**src/rtl/i2c_wb_target_if.sv**
```systemverilog
// ---------------------------------------------------------------------------
// i2c_wb_target_if
// I2C target (slave) responder attached to NUM_BUSSES SCL/SDA pairs. It serves
// the one bus selected in CTRL.BUS_SEL and answers address TARGET_ADDR.
// Host software reaches it through a 4-register Wishbone slave port.
//
// Ports:
//   clk_i        system clock
//   rst_i        synchronous active-low reset
//   scl_i/sda_i  SCL/SDA of every attached bus
//   sda_o        open-drain SDA per bus (0 = pull low, 1 = released)
//   cyc_i/stb_i/we_i/adr_i/dat_i   Wishbone request
//   dat_o/ack_o  Wishbone read data and single-cycle acknowledge
//   irq_o        level interrupt: IE & (RXV | STOP | NACK)
//
// Registers: 0 CTRL {EN,IE,0,0,BUS_SEL[3:0]}
//            1 STAT {RW,0,0,NACK,STOP,OVR,RXV,BUSY}  (OVR/STOP/NACK are W1C)
//            2 RXDATA (read clears RXV)   3 TXDATA
// ---------------------------------------------------------------------------
module i2c_wb_target_if #(
    parameter int I2C_ADDR_WIDTH = 7,
    parameter int I2C_DATA_WIDTH = 8,
    parameter int WB_ADDR_WIDTH  = 2,
    parameter int WB_DATA_WIDTH  = 8,
    parameter int NUM_BUSSES     = 16,
    parameter logic [I2C_ADDR_WIDTH-1:0] TARGET_ADDR = 7'h22
) (
    input  logic                     clk_i,
    input  logic                     rst_i,
    input  logic [NUM_BUSSES-1:0]    scl_i,
    input  logic [NUM_BUSSES-1:0]    sda_i,
    output logic [NUM_BUSSES-1:0]    sda_o,
    input  logic                     cyc_i,
    input  logic                     stb_i,
    input  logic                     we_i,
    input  logic [WB_ADDR_WIDTH-1:0] adr_i,
    input  logic [WB_DATA_WIDTH-1:0] dat_i,
    output logic [WB_DATA_WIDTH-1:0] dat_o,
    output logic                     ack_o,
    output logic                     irq_o
);

    typedef enum logic [2:0] {
        S_IDLE, S_ADDR, S_ADDR_ACK, S_WR_DATA, S_WR_ACK, S_RD_DATA, S_RD_ACK, S_WAIT
    } state_t;

    state_t                    state_r;
    logic                      en_r, ie_r;
    logic [3:0]                bus_sel_r, sel_prev_r;
    logic                      busy_r, rxv_r, ovr_r, stop_r, nack_r, rw_r;
    logic [I2C_DATA_WIDTH-1:0] rxdata_r, txdata_r, shift_r;
    logic [3:0]                cnt_r;
    logic                      ack_on_r;   // second half of an ACK slot is in progress
    logic                      drive_r;    // 1 = pull SDA of the selected bus low
    logic                      scl_meta_r, scl_sync_r, scl_prev_r;
    logic                      sda_meta_r, sda_sync_r, sda_prev_r;

    logic                      wb_req_s, wb_wr_s, wb_rd_s;
    logic                      scl_rise_s, scl_fall_s, start_s, stop_s;
    logic [I2C_DATA_WIDTH-1:0] byte_s;
    logic                      addr_match_s;

    assign wb_req_s     = cyc_i & stb_i & ~ack_o;
    assign wb_wr_s      = wb_req_s & we_i;
    assign wb_rd_s      = wb_req_s & ~we_i;
    assign scl_rise_s   = scl_sync_r & ~scl_prev_r;
    assign scl_fall_s   = ~scl_sync_r & scl_prev_r;
    // START/STOP require SCL high on both samples around the SDA transition
    assign start_s      = scl_sync_r & scl_prev_r & sda_prev_r & ~sda_sync_r;
    assign stop_s       = scl_sync_r & scl_prev_r & ~sda_prev_r & sda_sync_r;
    // byte as it stands once the bit on the current rising edge is shifted in
    assign byte_s       = {shift_r[I2C_DATA_WIDTH-2:0], sda_sync_r};
    assign addr_match_s = (byte_s[I2C_DATA_WIDTH-1:1] == TARGET_ADDR);

    // Two-flop synchronizer plus one history flop for the selected bus lines
    always_ff @(posedge clk_i) begin
        if (!rst_i) begin
            scl_meta_r <= 1'b0; scl_sync_r <= 1'b0; scl_prev_r <= 1'b0;
            sda_meta_r <= 1'b0; sda_sync_r <= 1'b0; sda_prev_r <= 1'b0;
        end else begin
            scl_meta_r <= scl_i[bus_sel_r];
            scl_sync_r <= scl_meta_r;
            scl_prev_r <= scl_sync_r;
            sda_meta_r <= sda_i[bus_sel_r];
            sda_sync_r <= sda_meta_r;
            sda_prev_r <= sda_sync_r;
        end
    end

    // Wishbone register port and I2C target state machine
    always_ff @(posedge clk_i) begin
        if (!rst_i) begin
            state_r    <= S_IDLE;
            en_r       <= 1'b0;  ie_r   <= 1'b0;
            bus_sel_r  <= 4'd0;  sel_prev_r <= 4'd0;
            busy_r     <= 1'b0;  rxv_r  <= 1'b0;  ovr_r  <= 1'b0;
            stop_r     <= 1'b0;  nack_r <= 1'b0;  rw_r   <= 1'b0;
            rxdata_r   <= 8'h00; txdata_r <= 8'h00; shift_r <= 8'h00;
            cnt_r      <= 4'd0;  ack_on_r <= 1'b0; drive_r <= 1'b0;
            dat_o      <= 8'h00; ack_o    <= 1'b0;
        end else begin
            ack_o      <= wb_req_s;
            sel_prev_r <= bus_sel_r;

            if (wb_wr_s) begin
                case (adr_i)
                    2'd0: begin
                        en_r      <= dat_i[7];
                        ie_r      <= dat_i[6];
                        bus_sel_r <= dat_i[3:0];
                    end
                    2'd1: begin
                        if (dat_i[2]) ovr_r  <= 1'b0;
                        if (dat_i[3]) stop_r <= 1'b0;
                        if (dat_i[4]) nack_r <= 1'b0;
                    end
                    2'd3:    txdata_r <= dat_i;
                    default: ;
                endcase
            end

            if (wb_rd_s) begin
                case (adr_i)
                    2'd0:    dat_o <= {en_r, ie_r, 2'b00, bus_sel_r};
                    2'd1:    dat_o <= {rw_r, 2'b00, nack_r, stop_r, ovr_r, rxv_r, busy_r};
                    2'd2: begin
                        dat_o <= rxdata_r;
                        rxv_r <= 1'b0;
                    end
                    2'd3:    dat_o <= txdata_r;
                    default: dat_o <= 8'h00;
                endcase
            end

            // Flag updates below come after the Wishbone side so a hardware
            // set wins over a same-cycle W1C or RXDATA read.
            if (!en_r || (bus_sel_r != sel_prev_r)) begin
                state_r  <= S_IDLE;
                busy_r   <= 1'b0;
                drive_r  <= 1'b0;
                ack_on_r <= 1'b0;
                cnt_r    <= 4'd0;
            end else if (stop_s) begin
                state_r  <= S_IDLE;
                busy_r   <= 1'b0;
                drive_r  <= 1'b0;
                ack_on_r <= 1'b0;
                stop_r   <= 1'b1;
            end else if (start_s) begin
                // START from IDLE and repeated START both restart addressing
                state_r  <= S_ADDR;
                busy_r   <= 1'b1;
                drive_r  <= 1'b0;
                ack_on_r <= 1'b0;
                cnt_r    <= 4'd0;
            end else begin
                case (state_r)
                    S_IDLE: drive_r <= 1'b0;
                    S_ADDR: begin
                        if (scl_rise_s) begin
                            shift_r <= byte_s;
                            if (cnt_r == 4'd7) begin
                                cnt_r   <= 4'd0;
                                rw_r    <= byte_s[0];
                                state_r <= addr_match_s ? S_ADDR_ACK : S_WAIT;
                            end else begin
                                cnt_r <= cnt_r + 4'd1;
                            end
                        end
                    end
                    S_ADDR_ACK: begin
                        if (scl_fall_s) begin
                            if (!ack_on_r) begin
                                ack_on_r <= 1'b1;
                                drive_r  <= 1'b1;
                            end else begin
                                ack_on_r <= 1'b0;
                                cnt_r    <= 4'd0;
                                if (rw_r) begin
                                    // present the MSB on the same falling edge that ends the ACK
                                    state_r <= S_RD_DATA;
                                    shift_r <= {txdata_r[6:0], 1'b0};
                                    drive_r <= ~txdata_r[7];
                                end else begin
                                    state_r <= S_WR_DATA;
                                    drive_r <= 1'b0;
                                end
                            end
                        end
                    end
                    S_WR_DATA: begin
                        if (scl_rise_s) begin
                            shift_r <= byte_s;
                            if (cnt_r == 4'd7) begin
                                cnt_r    <= 4'd0;
                                rxdata_r <= byte_s;
                                rxv_r    <= 1'b1;
                                if (rxv_r) ovr_r <= 1'b1;
                                state_r  <= S_WR_ACK;
                            end else begin
                                cnt_r <= cnt_r + 4'd1;
                            end
                        end
                    end
                    S_WR_ACK: begin
                        if (scl_fall_s) begin
                            if (!ack_on_r) begin
                                ack_on_r <= 1'b1;
                                drive_r  <= 1'b1;
                            end else begin
                                ack_on_r <= 1'b0;
                                drive_r  <= 1'b0;
                                state_r  <= S_WR_DATA;
                            end
                        end
                    end
                    S_RD_DATA: begin
                        if (scl_fall_s) begin
                            if (cnt_r == 4'd8) begin
                                drive_r <= 1'b0;
                                state_r <= S_RD_ACK;
                            end else begin
                                drive_r <= ~shift_r[7];
                                shift_r <= {shift_r[6:0], 1'b0};
                            end
                        end else if (scl_rise_s) begin
                            cnt_r <= cnt_r + 4'd1;
                        end
                    end
                    S_RD_ACK: begin
                        if (scl_rise_s) begin
                            if (!sda_sync_r) begin
                                // first bit goes out on the coming falling edge
                                shift_r <= txdata_r;
                                cnt_r   <= 4'd0;
                                state_r <= S_RD_DATA;
                            end else begin
                                nack_r  <= 1'b1;
                                state_r <= S_WAIT;
                            end
                        end
                    end
                    S_WAIT: drive_r <= 1'b0;
                    default: begin
                        state_r <= S_IDLE;
                        drive_r <= 1'b0;
                    end
                endcase
            end
        end
    end

    // Open-drain output routing: only the selected bus can ever be pulled low
    always_ff @(posedge clk_i) begin
        if (!rst_i) begin
            sda_o <= {NUM_BUSSES{1'b1}};
        end else begin
            sda_o <= {NUM_BUSSES{1'b1}};
            if (en_r && drive_r) sda_o[bus_sel_r] <= 1'b0;
        end
    end

    // Registered level interrupt
    always_ff @(posedge clk_i) begin
        if (!rst_i) begin
            irq_o <= 1'b0;
        end else begin
            irq_o <= ie_r & (rxv_r | stop_r | nack_r);
        end
    end

endmodule

```
**config.mk**
```make
export PLATFORM = sky130hd
export DESIGN_NAME = i2c_wb_target_if
export DESIGN_NICKNAME = d
export VERILOG_FILES = /design/src/rtl/i2c_wb_target_if.sv
export SDC_FILE = /design/constraint.sdc
export NUM_CORES = 1
export LEC_CHECK = 0
export CORE_ASPECT_RATIO = 2
export CORE_MARGIN = 2
export CORE_UTILIZATION = 64
export CTS_CLUSTER_DIAMETER = 120
export DETAILED_ROUTE_END_ITERATION = 12
export DONT_BUFFER_PORTS = 1
export PLACE_DENSITY_LB_ADDON = 0.15
export SLEW_MARGIN = 25
export SYNTH_ARGS = -nofsm -noshare
export SYNTH_HDL_FRONTEND = slang
export SYNTH_SLANG_ARGS = --single-unit
```
**constraint.sdc**
```tcl
create_clock -name clk_i -period 4.2 [get_ports clk_i]
set_clock_uncertainty 0.05 [all_clocks]
set_input_delay 0.42 -clock clk_i [delete_from_list [all_inputs] [get_ports clk_i]]
set_output_delay 0.42 -clock clk_i [all_outputs]
set_load 0.02 [all_outputs]
```
== After elaboration in Yosys (flattened, before gate mapping) ==
Index checks and enable logic that the tools add are counted.
Operators by class
  add/subtract/negate cells: 1
  multipliers: 0
  divide/modulo/power cells: 0
  magnitude comparators: 2
  eq/ne operators: 44
  shifts and indexed selects: 0
  multiplexer cells: 82
  bitwise logic cells: 27
  reductions and logical operators: 28
Operators with widths (number)
  2-to-1 mux 8 bit: 8
  case mux 8 bit (4 select lines): 2
  2-to-1 mux 1 bit: 43
  inequality test 3 bit (second input constant): 14
  2-to-1 mux 3 bit: 13
  2-to-1 mux 4 bit: 9
  AND reduction 12 bit: 3
  inequality test 2 bit (second input constant): 14
  case mux 3 bit (6 select lines): 1
  NOT 16 bit: 1
  case mux 4 bit (4 select lines): 1
  AND 1 bit: 12
  == test 3 bit (second input constant): 4
  NOT 1 bit: 12
  AND reduction 6 bit: 2
  AND reduction 9 bit: 1
  binary-select mux 1 bit (select 4 bit): 2
  AND reduction 2 bit: 4
  nonzero test 4 bit: 2
  OR reduction 2 bit: 4
  == test 7 x 6 -> 1 bit (second input constant): 1
  nonzero test 7 bit: 1
  == test 3 x 2 -> 1 bit (second input constant): 2
  nonzero test 6 bit: 1
  24 further kinds: 27
Storage, ports and cells
  register bits: 81
  bits in latches: 0
  RAM bits: 0
  ROM bits: 0
  input port bits: 47
  output and inout port bits: 26
  word-level logic and storage cells: 212
  memories kept: 0

== Longest topological paths before layout ==
  depth in word-level cells: 11
  mapped depth: 8
  depth with buffers taken out: 7

== Worst setup path before layout ==
No wires, ideal clock.
  kind: input to register
  start: in rst_i
  end: reg state_r[2]
  library setup time: 0.079 ns
  arrival: 1.772 ns
  required time: 4.071 ns
  path slack: 2.299 ns
  stages on the path: 6
  cell sequence: clkbuf_1 > inv_1 > or3_1 > clkbuf_1 > or3b_4 > a211oi_2
Between the ends
  cells in the longest elaborated chain, start to end: 2
Ends and longest elaborated chain
  start: declaration: line 29  | input logic rst_i,
  NOT 1 bit (no source line)
  OR reduction 4 bit (no source line)
  end signal: assignment: line 165  | state_r <= addr_match_s ? S_ADDR_ACK : S_WAIT;
  end: declaration: line 47  | state_t state_r;
Every way passes these cells.
A chain may end at the register's enable or synchronous reset.

== Worst setup path in the final report ==
  start: reg bus_sel_r[0]
  end: reg shift_r[5]
Between the ends
  cells in the longest elaborated chain, start to end: 4
Ends and longest elaborated chain
  start: declaration: line 49  | logic [3:0] bus_sel_r, sel_prev_r;
  start signal: assignment: line 110  | bus_sel_r <= dat_i[3:0];
  inequality test 4 bit: line 137  | if (!en_r || (bus_sel_r != sel_prev_r)) begin
  logical OR 1 bit: line 137
  NOT 1 bit (no source line)
  AND reduction 12 bit (no source line)
  end signal: assignment: line 161  | shift_r <= byte_s;
  end signal: assignment: line 182  | shift_r <= {txdata_r[6:0], 1'b0};
  end signal: assignment: line 193  | shift_r <= byte_s;
  end: declaration: line 51  | logic [I2C_DATA_WIDTH-1:0] rxdata_r, txdata_r, shift_r;
Every way passes these cells.

==> run summary <==
The run finished with clean final reports. The maximum number of pins on one net before global-route repair is 44. The number of unique standard cell types used by synthesis is 52. The worst slack at placement is 1750 ps.

CTS saw 81 sinks. For this run, the share of the core covered by cells in the final layout is 69.7%. The root buffer cell chosen for the clock tree is clkbuf_16. The number of hold buffers added after CTS is 0. The number of max-cap violations came out at 0.

The die is 60.2 um wide. The buffer levels on the longest clock path is 2. The category of the worst setup path capture point is a flop. The number of placed instances, taps included came out at 485. The clock network latency to the later pin of the worst-skew pair is 340 ps. The routed design has 9.14 mm of wire. Measured in cells, the most critical reg-to-reg path has a length of 5.

Traced cell by cell, the critical path runs through xnor2_1 > nand2_1 > or2_4 > nor4_4 > mux2i_1. The final route contains 3072 vias. The buffer and inverter count on the worst path is 0. The total overflow reported by the global router came out at 0.

Summed over all nets, the switching power comes to 0.346 mW. The first-pass detailed-route iteration total came out at 5. 0 antenna diodes ended up in the layout. After the first detailed-routing iteration, the DRC count stood at 203.

The worst reg-to-reg setup slack is 1740 ps. In this run, post-CTS repair resized a total of 0 instances. The maximum cell stage delay along the critical path came out at 820 ps. The most used flip-flop cell after synthesis is dfxtp_1. The fraction of power consumed by combinational cells is 2.4%. The die covers 7010 um2. In this run, CTS created clock tree buffers numbering 9. The total power per unit cell area is 371 nW/um2. Synthesis produced a netlist with a net count of 476. The endpoint identified for the worst register-to-register timing path is shift_r[5]. The global-route total usage across every layer is 27.7%. The post-DP HPWL is 6.51 mm.

In the routed layout, each cell is associated on average with a via count of 6.13. The average instance area after synthesis is 9.48 um2. The data required time of the worst path is 4410 ps.

The remaining routing DRC violations came out at 0. The clock period minus worst slack came out at 2460 ps. 73 I/O pins were placed. The final critical-path share of the clock period came out at 58.7%. The critical setup path kind is flop to flop. The final setup TNS is 0 ps. The post-synthesis share of cell area spent on full adders, half adders and majority gates came out at 0.618%. The transition time at the pin with the least slew margin is 859 ps. The number of setup violations in the final report is 0. The largest total area in the synthesized netlist belongs to dfxtp_1. The sequential group share of total power came out at 48.8%.

The count of endpoints failing hold in the final timing report came out at 0. The kind of cell adding the most delay to the critical path is simple AND/OR/NAND/NOR gates. The first global-routing pass estimated 14.4 mm of wire. In this run the number of H-tree levels came out at 3. The async set-reset flop share out of synthesis is 0%. The complex-gate fraction of the synthesized area is 10.2%. The number of max-slew violations in the final report is 0. Yosys mapped a number of flops with a built-in enable equal to 0.

Synthesis produced a netlist whose cell count is 427. The final layout net count is 459. The peak clock frequency supported by timing came out at 406 MHz. The worst register-to-register path begins at bus_sel_r[0]. The number of global-route vias before repair is 2967. After clock tree synthesis, the clock-pin slew on the worst setup and hold paths is 60 ps. In this run the worst path has a maximum fanout of 19. Setup repair after global routing left no endpoint under its margin.

Compared with the post-synthesis result, the final layout area differs by 6.90%. The slowest stage cell on the critical path is dfxtp_1. The cell area after technology mapping came out at 4050 um2.

The post-CTS repair timing setup buffer count came out at 0. The worst-case vdd ir drop is 407 uV. Along the worst hold path, the cell count comes to 1. For the worst setup path, the data arrival time is 2670 ps. The proportion of netlist area held by the largest area contributor is 40.1%. The register bit count reported by yosys came out at 81. The average routed wire per standard cell came out at 18.2 um. The count of warnings emitted by yosys came out at 0. After layout, the worst setup slack is 1740 ps. By area, the combinational part of the netlist is dominated by multiplexers. After synthesis, the cell types taking the most area are dfxtp_1, mux2i_1, nand2_1, mux4_1, mux4_2. The region available for standard cell placement spans 6210 um2.

The placer's final routability congestion estimate came out at 0.896. The number of placement rows is 41. The static leakage is 1.68 nW. Fill cells in the final layout number 479.

For hold timing, the worst endpoint is scl_sync_r. After Yosys synthesis, XOR and XNOR cells account for 1.89% of the synthesized area. Sequential cells were found to cover 40.1% of the synthesized design area. The starting density of the core came out at 65.2%. The share of total power dissipated in the clock network is 48.8%.

The number of routed nets with antenna violations came out at 0. The element type at the critical path start is a flop. The switching part of the total power is 21.6%. The class of the tightest hold or removal check is input port to flop.

Of the cells placed in the final design, the portion with a size suffix greater than 1 is 9.88%. The internal cell power is 1.26 mW. The worst hold path begins at rst_i. TritonCTS built the clock tree. The area share of and/or/nand/nor cells after synthesis is 20.9%. The remaining max-slew budget at the tightest pin came out at 42.7%. The final non-filler cell total is 501. The die is 116 um tall. The initial antenna violation count came to 0.

Multiplexer cells account for 22.2% of the synthesized area. The final hold slack is 156 ps. The number of port buffers is 0.
## layer usage
layer / vias to the layer above / track usage, % / part of all wire (%) / routed length (um)
met4: 0 / 10.8 / 2.4 / 224
met2: 93 / 43.1 / 51 / 4690
met3: 13 / 7.53 / 5.0 / 460
li1: 1477 / - / - / -
met5: - / 0 / 0 / 0
met1: 1489 / 36.2 / 41 / 3770
## power by group through the flow
stage | registers, mW | clock network (mW) | logic [mW]
after floorplan | 0.796 | 0 | 0.0425
after global placement | 0.800 | 0 | 0.0371
after detailed placement | 0.800 | 0 | 0.0378
after CTS | 0.783 | 0.788 | 0.0381
after global routing | 0.784 | 0.823 | 0.0415
final | 0.783 | 0.783 | 0.0381
## logic make-up (layout without fill, tap and decap cells)
group,after synthesis,after routing
AND/OR/NAND/NOR,171,171
flip-flops,81,81
multiplexers,68,68
AO/OA/AOI/OAI,62,62
buffers and inverters,36,24
XOR/XNOR,7,7
adder cells (fa/ha/maj),2,2
## placed cells by master (no fill, tap or decap), types with 2 or more instances in the layout
cell         n
a31oi_1      2
mux2_2       3
clkbuf_16    9
a211oi_2     2
xnor2_1      5
o31ai_1      2
nand2_1     60
mux2i_1     50
a221oi_1     2
nand3_1     12
inv_6        2
a21oi_1     21
ha_1         2
dfxtp_1     81
xnor2_2      2
o221a_2      2
a211oi_1     5
a21bo_2      2
mux4_1       7
o21ai_0     13
nor3_1      11
and3_1       2
clkinvlp_4   2
and2_1      11
inv_1        7
nor2_1      41
mux4_2       8
o311a_1      2
nand3b_1     5
nand2b_1     9
and3b_1      3
nor2b_1      7
## synthesized netlist by cell type (all sizes together), types with 2 or more instances
cell	count
dfxtp	81
nand2	60
mux2i	50
nor2	41
a21oi	21
clkbuf	18
mux4	15
nand3	13
o21ai	13
and2	11
buf	11
nor3	11
nand2b	9
a211oi	7
inv	7
nor2b	7
xnor2	7
nand3b	5
and3b	3
mux2	3
a21bo	2
a221oi	2
a31oi	2
and3	2
ha	2
nor4b	2
o221a	2
o311a	2
o31ai	2
## flip-flops by register name, indices dropped and copies added, names as in the netlist, 3 cells and up
register	cells
dat_o	8
shift_r	8
cnt_r	4
txdata_r	8
sda_o	16
state_r	3
sel_prev_r	4
bus_sel_r	4
rxdata_r	8
## worst max-delay path by stage
stage                 start    endpoint  slack, ps  cells past startpoint
2_1_floorplan         rst_i  state_r[2]       2300                      6
3_3_place_gp   bus_sel_r[0]  shift_r[7]       1870                      5
3_5_place_dp   bus_sel_r[0]  shift_r[5]       1750                      5
4_1_cts        bus_sel_r[0]  shift_r[5]       1720                      5
5_1_grt        bus_sel_r[0]  shift_r[1]       1570                      5
6_report       bus_sel_r[0]  shift_r[5]       1740                      5
## cell type report
class,count,area (um2),area share (%)
Clock buffer,9,225,5.21
Clock inverter,7,76.3,1.76
Inverter,7,26.3,0.607
Multi-Input combinational cell,310,2260,52.3
Sequential cell,81,1620,37.5
Tap cell,86,108,2.49
Timing Repair Buffer,1,7.51,0.174
## stage by stage
step / power [mW] / area, um2
CTS: 1.61 / 4330
global placement: 0.837 / 4020
finish: 1.60 / 4330
global route: 1.65 / 4330
floorplan: 0.839 / 4050
detailed placement: 0.838 / 4020
(Power assumes the default switching activity.)
